[src/rtl/circuit1_pkg.sv]
// rtl/circuit1_pkg.sv - shared width default and FSM encodings for circuit1_sched
package circuit1_pkg;

    localparam int DATAWIDTH_DEF = 8;

    localparam logic [2:0] ST_IDLE = 3'd0;
    localparam logic [2:0] ST_S_D  = 3'd1;
    localparam logic [2:0] ST_S_E  = 3'd2;
    localparam logic [2:0] ST_S_CM = 3'd3;
    localparam logic [2:0] ST_S_X  = 3'd4;
    localparam logic [2:0] ST_DONE = 3'd5;

endpackage

[src/rtl/circuit1_addsub.sv]
// rtl/circuit1_addsub.sv - single shared adder/subtractor, subtract via inverted B plus carry-in
module circuit1_addsub #(
    parameter int W = 16
) (
    input  logic [W-1:0] A,
    input  logic [W-1:0] B,
    input  logic         sub,
    output logic [W-1:0] result
);

    logic [W-1:0] b_eff;

    assign b_eff  = B ^ {W{sub}};
    assign result = A + b_eff + W'(sub);

endmodule

[src/rtl/circuit1_sched.sv]
// rtl/circuit1_sched.sv - scheduled datapath computing z = max(a+b, a+c) and x = a*c - (a+b)
module circuit1_sched
    import circuit1_pkg::*;
#(
    parameter int DATAWIDTH = DATAWIDTH_DEF
) (
    input  logic                   Clk,
    input  logic                   Rst,
    input  logic                   start,
    input  logic [DATAWIDTH-1:0]   a,
    input  logic [DATAWIDTH-1:0]   b,
    input  logic [DATAWIDTH-1:0]   c,
    output logic                   busy,
    output logic                   done,
    output logic [DATAWIDTH-1:0]   z,
    output logic [2*DATAWIDTH-1:0] x
);

    localparam int W2 = 2 * DATAWIDTH;

    logic [2:0]           state_q, state_d;
    logic [DATAWIDTH-1:0] a_q, b_q, c_q;
    logic [DATAWIDTH-1:0] d_q, e_q, z_q;
    logic [W2-1:0]        f_q, x_q;

    logic [W2-1:0]        as_a, as_b, as_res;
    logic                 as_sub;

    circuit1_addsub #(.W(W2)) u_addsub (
        .A      (as_a),
        .B      (as_b),
        .sub    (as_sub),
        .result (as_res)
    );

    // Operand steering for the shared unit: one add/sub per state at most.
    always_comb begin
        state_d = state_q;
        as_a    = '0;
        as_b    = '0;
        as_sub  = 1'b0;
        case (state_q)
            ST_IDLE: if (start) state_d = ST_S_D;
            ST_S_D: begin
                state_d = ST_S_E;
                as_a    = W2'(a_q);
                as_b    = W2'(b_q);
            end
            ST_S_E: begin
                state_d = ST_S_CM;
                as_a    = W2'(a_q);
                as_b    = W2'(c_q);
            end
            ST_S_CM: state_d = ST_S_X;
            ST_S_X: begin
                state_d = ST_DONE;
                as_a    = f_q;
                as_b    = W2'(d_q);
                as_sub  = 1'b1;
            end
            ST_DONE: state_d = ST_IDLE;
            default: state_d = ST_IDLE;
        endcase
    end

    always_ff @(posedge Clk or negedge Rst) begin
        if (!Rst) begin
            state_q <= ST_IDLE;
            a_q     <= '0;
            b_q     <= '0;
            c_q     <= '0;
            d_q     <= '0;
            e_q     <= '0;
            f_q     <= '0;
            z_q     <= '0;
            x_q     <= '0;
        end else begin
            state_q <= state_d;
            case (state_q)
                ST_IDLE: if (start) begin
                    a_q <= a;
                    b_q <= b;
                    c_q <= c;
                end
                ST_S_D: d_q <= as_res[DATAWIDTH-1:0];
                ST_S_E: e_q <= as_res[DATAWIDTH-1:0];
                ST_S_CM: begin
                    // Strict greater-than so a tie selects e.
                    z_q <= (d_q > e_q) ? d_q : e_q;
                    f_q <= W2'(a_q) * W2'(c_q);
                end
                ST_S_X: x_q <= as_res;
                default: ;
            endcase
        end
    end

    assign busy = (state_q != ST_IDLE);
    assign done = (state_q == ST_DONE);
    assign z    = z_q;
    assign x    = x_q;

endmodule

[config.mk]
export PLATFORM = sky130hd
export DESIGN_NAME = circuit1_sched
export DESIGN_NICKNAME = d
export VERILOG_FILES = /design/src/rtl/circuit1_pkg.sv /design/src/rtl/circuit1_addsub.sv /design/src/rtl/circuit1_sched.sv
export SDC_FILE = /design/constraint.sdc
export NUM_CORES = 1
export LEC_CHECK = 0
export BUFFER_PORTS_ARGS = -buffer_cell sky130_fd_sc_hd__buf_2
export CELL_PAD_IN_SITES_DETAIL_PLACEMENT = 1
export CELL_PAD_IN_SITES_GLOBAL_PLACEMENT = 1
export CORE_MARGIN = 10
export CORE_UTILIZATION = 44
export DETAILED_ROUTE_END_ITERATION = 10
export PLACE_DENSITY_LB_ADDON = 0.15
export SYNTH_ARGS = -nofsm -noshare
export SYNTH_HDL_FRONTEND = slang
export SYNTH_HIERARCHICAL = 1
export SYNTH_SLANG_ARGS = --single-unit
[constraint.sdc]
create_clock -name Clk -period 4 [get_ports Clk]
set_input_delay 0.4 -clock Clk [delete_from_list [all_inputs] [get_ports Clk]]
set_output_delay 0.4 -clock Clk [all_outputs]
set_load 0.02 [all_outputs]
# Word level (Yosys, flattened, before mapping)
# Cells that the tools add are included.
[totals]
regBits = 83
in_bits = 27
output_inout_bits = 26
word_cells = 30
[classes]
n_addsub = 2
mul = 1
n_lt_le_gt_ge = 1
n_eq_ne = 6
mux = 6
bitwise = 1
reduce_logical = 4
[ops]
columns = ["cell", "count"]
rows = [
  ["one-hot mux 16 bit (2 select lines)", 1],
  ["one-hot mux 8 bit (3 select lines)", 1],
  ["adder 16 x 1 -> 16 bit", 1],
  ["adder 16 bit", 1],
  ["multiplier 8 x 8 -> 16 bit", 1],
  ["XOR 8 x 16 -> 16 bit", 1],
  ["one-hot mux 3 bit (5 select lines)", 1],
  ["> comparator 8 bit", 1],
  ["2-to-1 mux 8 bit", 1],
  ["== test 3 x 2 -> 1 bit (second input constant)", 2],
  ["== test 3 bit (second input constant)", 2],
  ["== test 3 x 1 -> 1 bit (second input constant)", 1],
  ["logical NOT 3 bit", 1],
  ["2-to-1 mux 3 bit", 1],
  ["nonzero test 3 bit", 1],
  ["inequality test 2 bit (second input constant)", 1],
  ["AND reduction 2 bit", 1],
  ["OR reduction 2 bit", 1],
  ["2-to-1 mux 1 bit", 1],
]

# Longest topological paths before layout
# Gate-level depths: netlist (run 1).
[depth]
word_depth = 5
mapped_depth = 17
ltp_nobuf = 16

# Modules after synthesis
# Netlist (run 1), hierarchy kept.
[by_module_without_submodules]
columns = ["mod", "n_inst", "cells_per_inst", "area_each_um2", "seq_area_each_um2"]
rows = [
  ["circuit1_sched", 1, 544, 5776.8, 2077.0],
  ["circuit1_addsub", 1, 115, 859.6, 0.0],
]

# Worst setup path after synthesis (run 1)
# Ideal clock, no wire load.
[synth_path]
kind = "register -> register"
startpoint = "register c_q[7]"
endpoint = "register f_q[15]"
setup_ps = 133
arrival_ps = 3980
t_required_ps = 3867
slack_ps = -113
stages_incl_launch_ff = 17
n_path_buf = 1
synth_period_minus_slack_ps = 4113
cell_sequence = "dfrtp_1 -> clkbuf_1 -> nand2_1 -> fa_1 -> fa_1 -> inv_1 -> fa_1 -> inv_1 -> fa_1 -> inv_1 -> ha_1 -> o21a_1 -> o31a_4 -> o311ai_2 -> o21ai_0 -> xnor2_1 -> o21ai_0"
[synth_via]
elab_chain_len = 1
[synth_lines]
columns = ["element", "line", "source"]
rows = [
  ["start, declared", "circuit1_sched.sv:22", "logic [DATAWIDTH-1:0] a_q, b_q, c_q;"],
  ["start signal, assigned", "circuit1_sched.sv:71", "c_q <= '0;"],
  ["start signal, assigned", "circuit1_sched.sv:83", "c_q <= c;"],
  ["multiplier 8 x 8 -> 16 bit", "circuit1_sched.sv:90", "f_q <= W2'(a_q) * W2'(c_q);"],
  ["end signal, assigned", "circuit1_sched.sv:90", ""],
  ["end, declared", "circuit1_sched.sv:24", "logic [W2-1:0] f_q, x_q;"],
]
# No other way between the ends.
# A chain may end at the register's enable or synchronous reset.

# Worst setup path in the final report (run 1)
# Same ends and word-level chain as after synthesis.

==> results of run 1 <==
logic make-up (layout without fill, tap and decap cells):
group / Yosys count / in the layout
DFF: 83 / 83
and+or+nand+nor: 156 / 156
xor gates and xnor gates: 42 / 42
buffers and inverters: 93 / 180
other: 1 / 8
adders and majority gates: 96 / 96
AOI/OAI and AO/OA: 127 / 127
muxes: 61 / 61
flip-flops by register name, indices dropped and copies added, names as in the netlist:
name / cells
z: 8
f_q: 16
c_q: 8
x: 16
state_q: 3
b_q: 8
a_q: 8
d_q: 8
e_q: 8
per-layer routing:
layer	part of all wire [%]	vias to the layer above
li1	-	2379
met5	0.056	-
met4	1.7	2
met3	3.8	27
met2	51	66
met1	43	2440
layout by cell type, fill, tap and decap left out, drive strengths merged, types with 2 or more instances in the layout:
cell type  synthesis  final
a211oi             4      4
a21o               6      6
a21oi             26     26
a22o               8      8
a22oi              8      8
a31o               2      2
a31oi              2      2
and2              56     56
buf               14    104
clkbuf            19     10
clkinv             0      3
conb               1      8
dfrtp             83     83
fa                37     37
ha                59     59
inv               60     63
mux2              52     52
mux2i              9      9
nand2             66     66
nand2b             2      2
nand3              2      2
nand4              4      4
nor2              10     10
nor2b              5      5
nor3               2      2
nor3b              2      2
nor4               2      2
o211ai             2      2
o21a               3      3
o21ai             52     52
o21bai             5      5
o31ai              4      4
xnor2             14     14
xor2              28     28
metrics by stage:
| stage | worst slack, ns | TNS [ns] | std cells | hold slack [ns] | utilization, % |
|---|---|---|---|---|---|
| 2_1_floorplan | -0.006554 | -0.006554 | 666 | 0.1044 | - |
| 3_3_place_gp | -0.1344 | -0.7498 | 909 | 0.4574 | 49.95 |
| 3_5_place_dp | -0.3257 | -1.826 | 909 | 0.4645 | 49.95 |
| 4_1_cts | 0.004750 | 0 | 934 | 0.1185 | 53.33 |
| 5_1_grt | -0.1197 | -0.5258 | 937 | 0.1568 | 53.96 |
| 6_report | 0.005765 | 0 | 937 | 0.09540 | 53.96 |
worst paths after layout:
kind	startpoint	endpoint	depth (start not counted)
max	c_q[7]$_DFFE_PN0P_	f_q[15]$_DFFE_PN0N_	14
min	Rst	f_q[15]$_DFFE_PN0N_	1
max reg2reg	c_q[7]$_DFFE_PN0P_	f_q[15]$_DFFE_PN0N_	14
max in group asynchronous	Rst	a_q[2]$_DFFE_PN0P_	2
min in group Clk	a[6]	a_q[6]$_DFFE_PN0P_	2
min reg2reg	f_q[10]$_DFFE_PN0N_	f_q[10]$_DFFE_PN0N_	2
worst max-delay path: cells and delay by family, from the launching register on:
kind | cells | cell delay, ns
flip-flops | 1 | 0.47
adder cells (fa/ha/maj) | 5 | 2.29
AO/OA/AOI/OAI | 4 | 0.55
AND/OR/NAND/NOR | 1 | 0.16
buffers and inverters | 3 | 0.24
XOR/XNOR | 1 | 0.15
final cells by class:
class	count	area, µm²	area share [%]
multi-input combinational	490	4395	55.63
sequential	83	2087	26.41
timing repair buffer	104	676.9	8.567
clock buffer	10	239.0	3.025
tap	184	230.2	2.914
inverter	60	225.2	2.850
clock inverter	6	47.55	0.6017
what timing repair did:
action | CTS | global route
pin swaps | 29 | 14
resized for setup | 39 | 20
buffers inserted | 9 | 3
setup endpoints to repair | 8 | 8
==> impl_metrics.py, run 1 <==
metrics = {
    "yosys": {
        "synth_commonest_cells": "dfrtp_1, nand2_1, inv_1",
        "synth_cell_type_count": 54,
        "synthArstFlopShare_pct": 100.0,
        "synth_area_per_cell_um2": 10.07,
        "synth_xor_area_share_pct": 5.543,
        "synth_simple_gate_area_share_pct": 12.54,
        "synth_edf_count": 0,
        "netlist_instances": 659,
        "netlist_area_um2": 6636,
        "yosysWarningCount": 6,
        "synthFlopType": "dfrtp_1",
        "synthMuxAreaShare_pct": 10.24,
        "synth_top_family_by_area": "adder cells",
        "yosysTopAreaCell": "dfrtp_1",
        "synth_compound_area_share_pct": 12.24,
        "synth.area.top_cells": "dfrtp_1, fa_1, ha_1, mux2_2, and2_1",
        "synth_top_area_share_pct": 31.30,
        "synth.most_common_cell": "dfrtp_1",
        "synth-seq-area-share_pct": 31.30,
        "ys_ff_latch": 83,
        "synth_fa_ha_area_share_pct": 22.29,
    },
    "sta": {
        "fmax_mhz": 250.4,
        "fin_skew_ns": 0.01254,
        "setup_viol": 0,
        "finalHoldViolCount": 0,
        "drv_slew": 0,
        "fin_crit_ns": 3.994,
        "relSlewSlack_pct": 41.48,
        "max_slew.worst_pin.slew_ns": 0.8740,
        "min_period_over_period_pct": 99.86,
        "rsz0062_at_grt": "true",
    },
    "worst_setup_path": {
        "worst_ep_required_time_ns": 4.24,
        "cp.arrival_ns": 4.23,
        "crit_fanout": 5,
        "crit_slowest_cell": "fa_2",
        "cp-start-kind": "flop",
        "reg2reg_slack_ns": 0.006,
        "endpoint_kind": "flop",
        "crit_chain": "buf_6 > and2_1 > fa_2 > fa_2 > fa_1 > inv_2 > fa_1 > inv_1 > ha_4 > o21a_1 > o311ai_4 > o21ai_1 > xnor2_1 > o21ai_1",
        "max_stage_delay_ns": 0.54,
        "path_class": "reg -> reg",
    },
    "placement": {
        "dpl_cell_area_um2": 7315,
        "dp.final_hpwl_mm": 12.75,
        "numPortBuffers": 52,
        "globalplace.congestion": 0.8730,
    },
    "clock_tree": {
        "clk_pin_slew_ns": 0.07,
        "cts_tree": "built",
        "cts_hold_buf": 0,
        "clockBufferDepth": 2,
        "cts_sinks": 83,
        "cts_root_buf": "clkbuf_16",
        "cts_buffers": 9,
        "h-tree-depth": 3,
        "clock_latency_ns": 0.36,
    },
    "routing": {
        "routed_wl_mm": 16.14,
        "drc_errors": 0,
        "first_pass_iters": 4,
        "drt_iter0_drc": 143,
        "ant_nets": 0,
        "via_per_inst": 5.244,
        "wl_per_cell_um": 17.22,
        "via_count": 4914,
    },
    "min_path": {
        "hold_class": "in -> async",
    },
    "global_routing": {
        "grt_busiest_layer": "met2",
        "grt_pass1_wl_mm": 26.83,
        "grtUsageMet2_pct": 28.67,
        "gr-total-overflow": 0,
        "met1_usage_pct": 19.23,
        "grt_use_total_pct": 16.24,
        "use_met3_pct": 3.748,
        "grt_max_degree": 57,
        "grt_pass1_vias": 5401,
        "antenna_found_initial": 1,
    },
    "die": {
        "start_util_pct": 45.32,
        "coreArea_um2": 14640,
        "rows": 44,
        "die-area_um2": 20390,
        "die_x_um": 142.8,
        "ioPinCount": 53,
        "die_h_um": 142.8,
    },
    "layout": {
        "drive_gt1_share_pct": 31.08,
        "n_fill_cell": 1661,
        "final_nets": 871,
        "synthToLayoutAreaGrowth_pct": 19.06,
        "antennaDiodeCount": 0,
        "design_area_um2": 7901,
    },
    "flow_run": {
        "cap_violations": 0,
    },
    "run_status": {
        "outcome": "finished clean",
    },
}
Power of run 1 is not shown: default switching activity piles up to over one toggle a cycle in this logic, so the estimate is an artifact.
==> inputs of run 2 (changes only) <==
Settings changed: BUFFER_PORTS_ARGS -buffer_cell sky130_fd_sc_hd__buf_2 to unset, CORE_UTILIZATION 44 to 48, CTS_BUF_LIST set to sky130_fd_sc_hd__clkbuf_4 sky130_fd_sc_hd__clkbuf_8, CTS_CLUSTER_SIZE set to 24, DONT_BUFFER_PORTS set to 1.
==> run 2 against run 1 <==
Effect of this change:
- the run now ends with setup timing left
- first-iteration DRC count up 5.6%
- cell count down 5.9%
- register-to-register slack about the same
- hold slack better by 0.073 ns
- fmax down 0.20%
- non-clock buffer count down 46
- worst setup slack worse by 0.0080 ns
- critical path type unchanged
- highest routed layer unchanged
- clock skew up 0.0075 ns
- global-route usage up 1.7 points
==> impl_metrics.py, run 2 (same netlist as run 1, synthesis figures left out) <==
metrics = {
    "run_status": {
        "outcome": "finished, violations left",
        "violations": "setup timing",
    },
    "clock_tree": {
        "cts_root_buf": "clkbuf_8",
        "clk_pin_slew_ns": 0.09,
        "clock_latency_ns": 0.38,
        "cts_sinks": 83,
        "h-tree-depth": 3,
        "clockBufferDepth": 2,
        "cts_buffers": 9,
        "cts_tree": "built",
    },
    "die": {
        "die-area_um2": 18930,
        "die_h_um": 137.6,
        "coreArea_um2": 13400,
        "die_x_um": 137.6,
        "ioPinCount": 53,
        "rows": 42,
        "start_util_pct": 49.52,
    },
    "global_routing": {
        "grt_max_degree": 84,
        "gr-total-overflow": 0,
        "antenna_found_initial": 2,
        "grt_pass1_wl_mm": 26.93,
        "grt_use_total_pct": 17.94,
        "grt_pass1_vias": 5404,
    },
    "sta": {
        "relSlewSlack_pct": 40.37,
        "fmax_mhz": 249.9,
        "setup_viol": 1,
        "drv_slew": 0,
        "finalSetupTns_ns": -0.002188,
        "setup_slack_ns": -0.002188,
        "fin_skew_ns": 0.02009,
        "min_period_over_period_pct": 100.1,
        "fin_crit_ns": 4.002,
        "finalHoldViolCount": 0,
        "hold_ws_ns": 0.1687,
        "max_slew.worst_pin.slew_ns": 0.8906,
        "rsz0062_at_grt": "true",
    },
    "routing": {
        "drt_iter0_drc": 151,
        "first_pass_iters": 4,
        "drc_errors": 0,
        "ant_nets": 0,
        "via_per_inst": 5.473,
        "routed_wl_mm": 16.30,
        "wl_per_cell_um": 18.48,
        "via_count": 4827,
    },
    "placement": {
        "place_ws_ns": -0.2870,
        "globalplace.congestion": 0.8428,
        "numPortBuffers": 0,
        "dp.final_hpwl_mm": 12.55,
    },
    "flow_run": {
        "cap_violations": 0,
    },
    "layout": {
        "synthToLayoutAreaGrowth_pct": 14.67,
        "layout_commonest_cell": "dfrtp_1",
        "final_cell_mix": "dfrtp_1, nand2_1, inv_1",
        "regArea_um2": 2088,
        "antennaDiodeCount": 0,
        "final_nets": 825,
        "drive_gt1_share_pct": 25.64,
        "n_fill_cell": 1488,
        "multi_input_area_um2": 4384,
    },
    "worst_setup_path": {
        "endpoint_kind": "flop",
        "worst_ep_required_time_ns": 4.28,
        "crit_fanout": 5,
        "cp.arrival_ns": 4.28,
        "path_class": "reg -> reg",
        "cp-start-kind": "flop",
    },
    "min_path": {
        "hold_class": "in -> reg",
    },
}
==> run 2: metrics by stage <==
step / utilization, % / cells / area [µm²]
global placement: 52.61 / 850 / 7049
CTS: 56.10 / 876 / 7517
global route: 56.79 / 882 / 7610
detailed placement: 52.61 / 850 / 7049
finish: 56.79 / 882 / 7610
floorplan: - / 666 / 6671
==> run 2: final timing paths <==
check	startpoint	end	slack (ns)	depth (start not counted)
worst max-delay path	a_q[1]$_DFFE_PN0P_	f_q[11]$_DFFE_PN0N_	-0.002	14
worst min-delay path	a[5]	a_q[5]$_DFFE_PN0P_	0.17	1
worst max register to register	a_q[1]$_DFFE_PN0P_	f_q[11]$_DFFE_PN0N_	-0.002	14
worst min register to register	f_q[15]$_DFFE_PN0N_	f_q[15]$_DFFE_PN0N_	0.48	2
max in group asynchronous	Rst	a_q[2]$_DFFE_PN0P_	3.03	2
min in group asynchronous	Rst	e_q[5]$_DFFE_PN0N_	0.57	2
==> run 2: per-layer routing <==
metal / up-vias / GRT usage (%) / wire length [µm]
met3: 26 / 4.188 / 756
met4: 4 / 6.323 / 366
met1: 2435 / 20.41 / 6618
met5: - / 0 / 33
met2: 73 / 32.04 / 8526
li1: 2289 / - / -
==> run 2: critical path, stage by stage, from the launching register on <==
cell and delay, ns:
dfrtp_1 0.42, and2_4 0.19, fa_2 0.42, fa_1 0.53, inv_1 0.06, fa_1 0.48
fa_1 0.54, inv_2 0.05, ha_4 0.21, o21a_1 0.19, o31a_4 0.13, o311ai_4 0.28
nand2b_1 0.14, xnor2_2 0.15, o21ai_1 0.14
==> run 2: repair_timing <==
item                                   4_1_cts  5_1_grt
gates resized for setup                     42       13
pin swaps                                   40       31
buffers inserted                             9        6
endpoints found under the hold margin       83        0
setup endpoints to repair                    8        9
hold buffers                                 2        0
==> run 2: area by class of cell <==
class                      instances  area share, %
multi-input combinational        490          57.61
sequential                        83          27.44
timing repair buffer              58          6.330
inverter                          60          2.960
tap                              176          2.894
clock buffer                      10          1.726
clock inverter                     5          1.036
Power of run 2 is left out for the same reason.
==> inputs of run 3 (changes only) <==
Settings changed: CORE_ASPECT_RATIO set to 1.5, CORE_MARGIN 10 to unset.
==> run 3 against run 2 <==
Effect of this change:
- the run ends with DRC, setup timing left
- hold slack improved by 0.0054 ns
- via count decreased by 0.91%
- worst setup slack got worse by 0.033 ns
- register-to-register slack got worse by 0.03 ns
- sequential share of layout area about the same
- non-clock buffer count decreased by 5
- die area decreased by 24%
- count of clock-buffer cells in the layout decreased by 1
- global-route usage increased by 5.3 points
- sequential cell count unchanged
- cell count decreased by 1.8%
- design area about the same
- critical endpoint is now f_q[15]$_DFFE_PN0N_
- largest cell class unchanged
==> impl_metrics.py, run 3 (same netlist as run 1, synthesis figures left out) <==
metrics = {
    "run_status": {
        "outcome": "finished, violations left",
        "violations": "DRC, setup timing",
    },
    "worst_setup_path": {
        "crit_fanout": 6,
        "reg2reg_slack_ns": -0.03,
        "worst_ep_required_time_ns": 4.20,
        "cp-start-kind": "flop",
        "reg2reg_to": "f_q[15]$_DFFE_PN0N_",
        "crit_family": "adder cells",
        "path_class": "reg -> reg",
        "max_stage_delay_ns": 0.57,
        "cpMostUsedCell": "fa_1",
        "worst-path-buf-inv": 3,
        "crit_slowest_cell": "fa_1",
        "crit_cells": 14,
        "reg2reg_from": "a_q[4]$_DFFE_PN0P_",
        "crit_chain": "buf_4 > and2_1 > fa_1 > fa_2 > fa_1 > inv_1 > fa_1 > inv_2 > ha_4 > o21a_1 > o311ai_4 > o21ai_1 > xnor2_1 > o21ai_1",
        "endpoint_kind": "flop",
        "setup.worst_path.start": "a_q[4]$_DFFE_PN0P_",
        "reg2reg_depth": 14,
        "cp.arrival_ns": 4.23,
        "crit_path_end": "f_q[15]$_DFFE_PN0N_",
    },
    "die": {
        "rows": 52,
        "die-area_um2": 14310,
        "die_x_um": 98.01,
        "ioPinCount": 53,
        "coreArea_um2": 13470,
        "start_util_pct": 49.28,
        "die_h_um": 146.0,
    },
    "clock_tree": {
        "clock_latency_ns": 0.37,
        "cts_sinks": 83,
        "cts_root_buf": "clkbuf_8",
        "cts_tree": "built",
        "clockBufferDepth": 2,
        "cts_buffers": 9,
        "clk_pin_slew_ns": 0.09,
        "h-tree-depth": 3,
    },
    "sta": {
        "relSlewSlack_pct": 26.93,
        "hold_ws_ns": 0.1741,
        "drv_slew": 0,
        "rsz0062_at_grt": "true",
        "fmax_mhz": 247.8,
        "finalSetupTns_ns": -0.03486,
        "setup_viol": 1,
        "fin_crit_ns": 4.035,
        "max_slew.worst_pin.slew_ns": 1.093,
        "min_period_over_period_pct": 100.9,
        "fin_skew_ns": 0.01770,
        "setup_slack_ns": -0.03486,
        "finalHoldViolCount": 0,
    },
    "global_routing": {
        "grt_max_degree": 84,
        "grt_pass1_wl_mm": 25.92,
        "grt_pass1_vias": 5317,
        "grt_use_total_pct": 23.23,
        "antenna_found_initial": 2,
        "gr-total-overflow": 0,
    },
    "routing": {
        "wl_per_cell_um": 18.57,
        "via_count": 4783,
        "drt_iter0_drc": 132,
        "first_pass_iters": 9,
        "via_per_inst": 5.523,
        "ant_nets": 0,
        "drc_errors": 8,
        "routed_wl_mm": 16.09,
    },
    "placement": {
        "dp.final_hpwl_mm": 12.33,
        "globalplace.congestion": 0.9324,
        "dpl_cell_area_um2": 7032,
        "numPortBuffers": 0,
    },
    "layout": {
        "layout_commonest_cell": "dfrtp_1",
        "final_core_util_pct": 56.45,
        "design_area_um2": 7602,
        "final_cell_mix": "dfrtp_1, nand2_1, inv_1",
        "final_nets": 820,
        "drive_gt1_share_pct": 27.21,
        "n_fill_cell": 1481,
        "synthToLayoutAreaGrowth_pct": 14.56,
    },
    "flow_run": {
        "cap_violations": 0,
    },
    "min_path": {
        "hold_class": "in -> reg",
    },
}
-- run 3: worst min path at each step --
stage	from	endpoint	slack (ns)	cells past startpoint
after global routing	b[3]	b_q[3]$_DFFE_PN0P_	0.15	1
final	c[5]	c_q[5]$_DFFE_PN0P_	0.17	1
after detailed placement	Rst	x[14]$_DFFE_PN0P_	0.11	0
after global placement	Rst	x[14]$_DFFE_PN0P_	0.11	0
after CTS	c[5]	c_q[5]$_DFFE_PN0P_	0.16	1
after floorplan	Rst	a_q[0]$_DFFE_PN0P_	0.10	0
-- run 3: metal layers --
layer  vias up  part of all wire, %  GRT usage, %  wire (µm)
met4         0                  2.9         8.788        461
met3        27                  2.5         4.356        402
li1       2287                    -             -          -
met1      2400                   38         23.44       6052
met5         -                    0             0          0
met2        69                   57         45.92       9169
-- run 3: repair_timing --
action / in CTS / in global routing
setup buffers: 7 / 3
pin swaps: 38 / 17
hold buffers: 2 / 0
setup endpoints to repair: 8 / 8
gates resized for setup: 43 / 30
hold endpoints to repair: 83 / 0
-- run 3: cell type report --
class	instances	area, µm²	area share [%]
Inverter	60	225.2	2.962
Timing Repair Buffer	53	451.7	5.941
Sequential cell	83	2088	27.47
Clock buffer	9	123.9	1.629
Multi-Input combinational cell	490	4448	58.51
Antenna cell	2	5.005	0.06583
Tap cell	162	202.7	2.666
Clock inverter	7	57.56	0.7571
-- run 3: metrics by stage --
stage,instances,setup slack [ns]
2_1_floorplan,666,-0.006554
5_1_grt,864,-0.1568
4_1_cts,861,-0.01253
3_5_place_dp,836,-0.2626
6_report,866,-0.03486
3_3_place_gp,836,-0.1482
Power of run 3 is left out for the same reason.
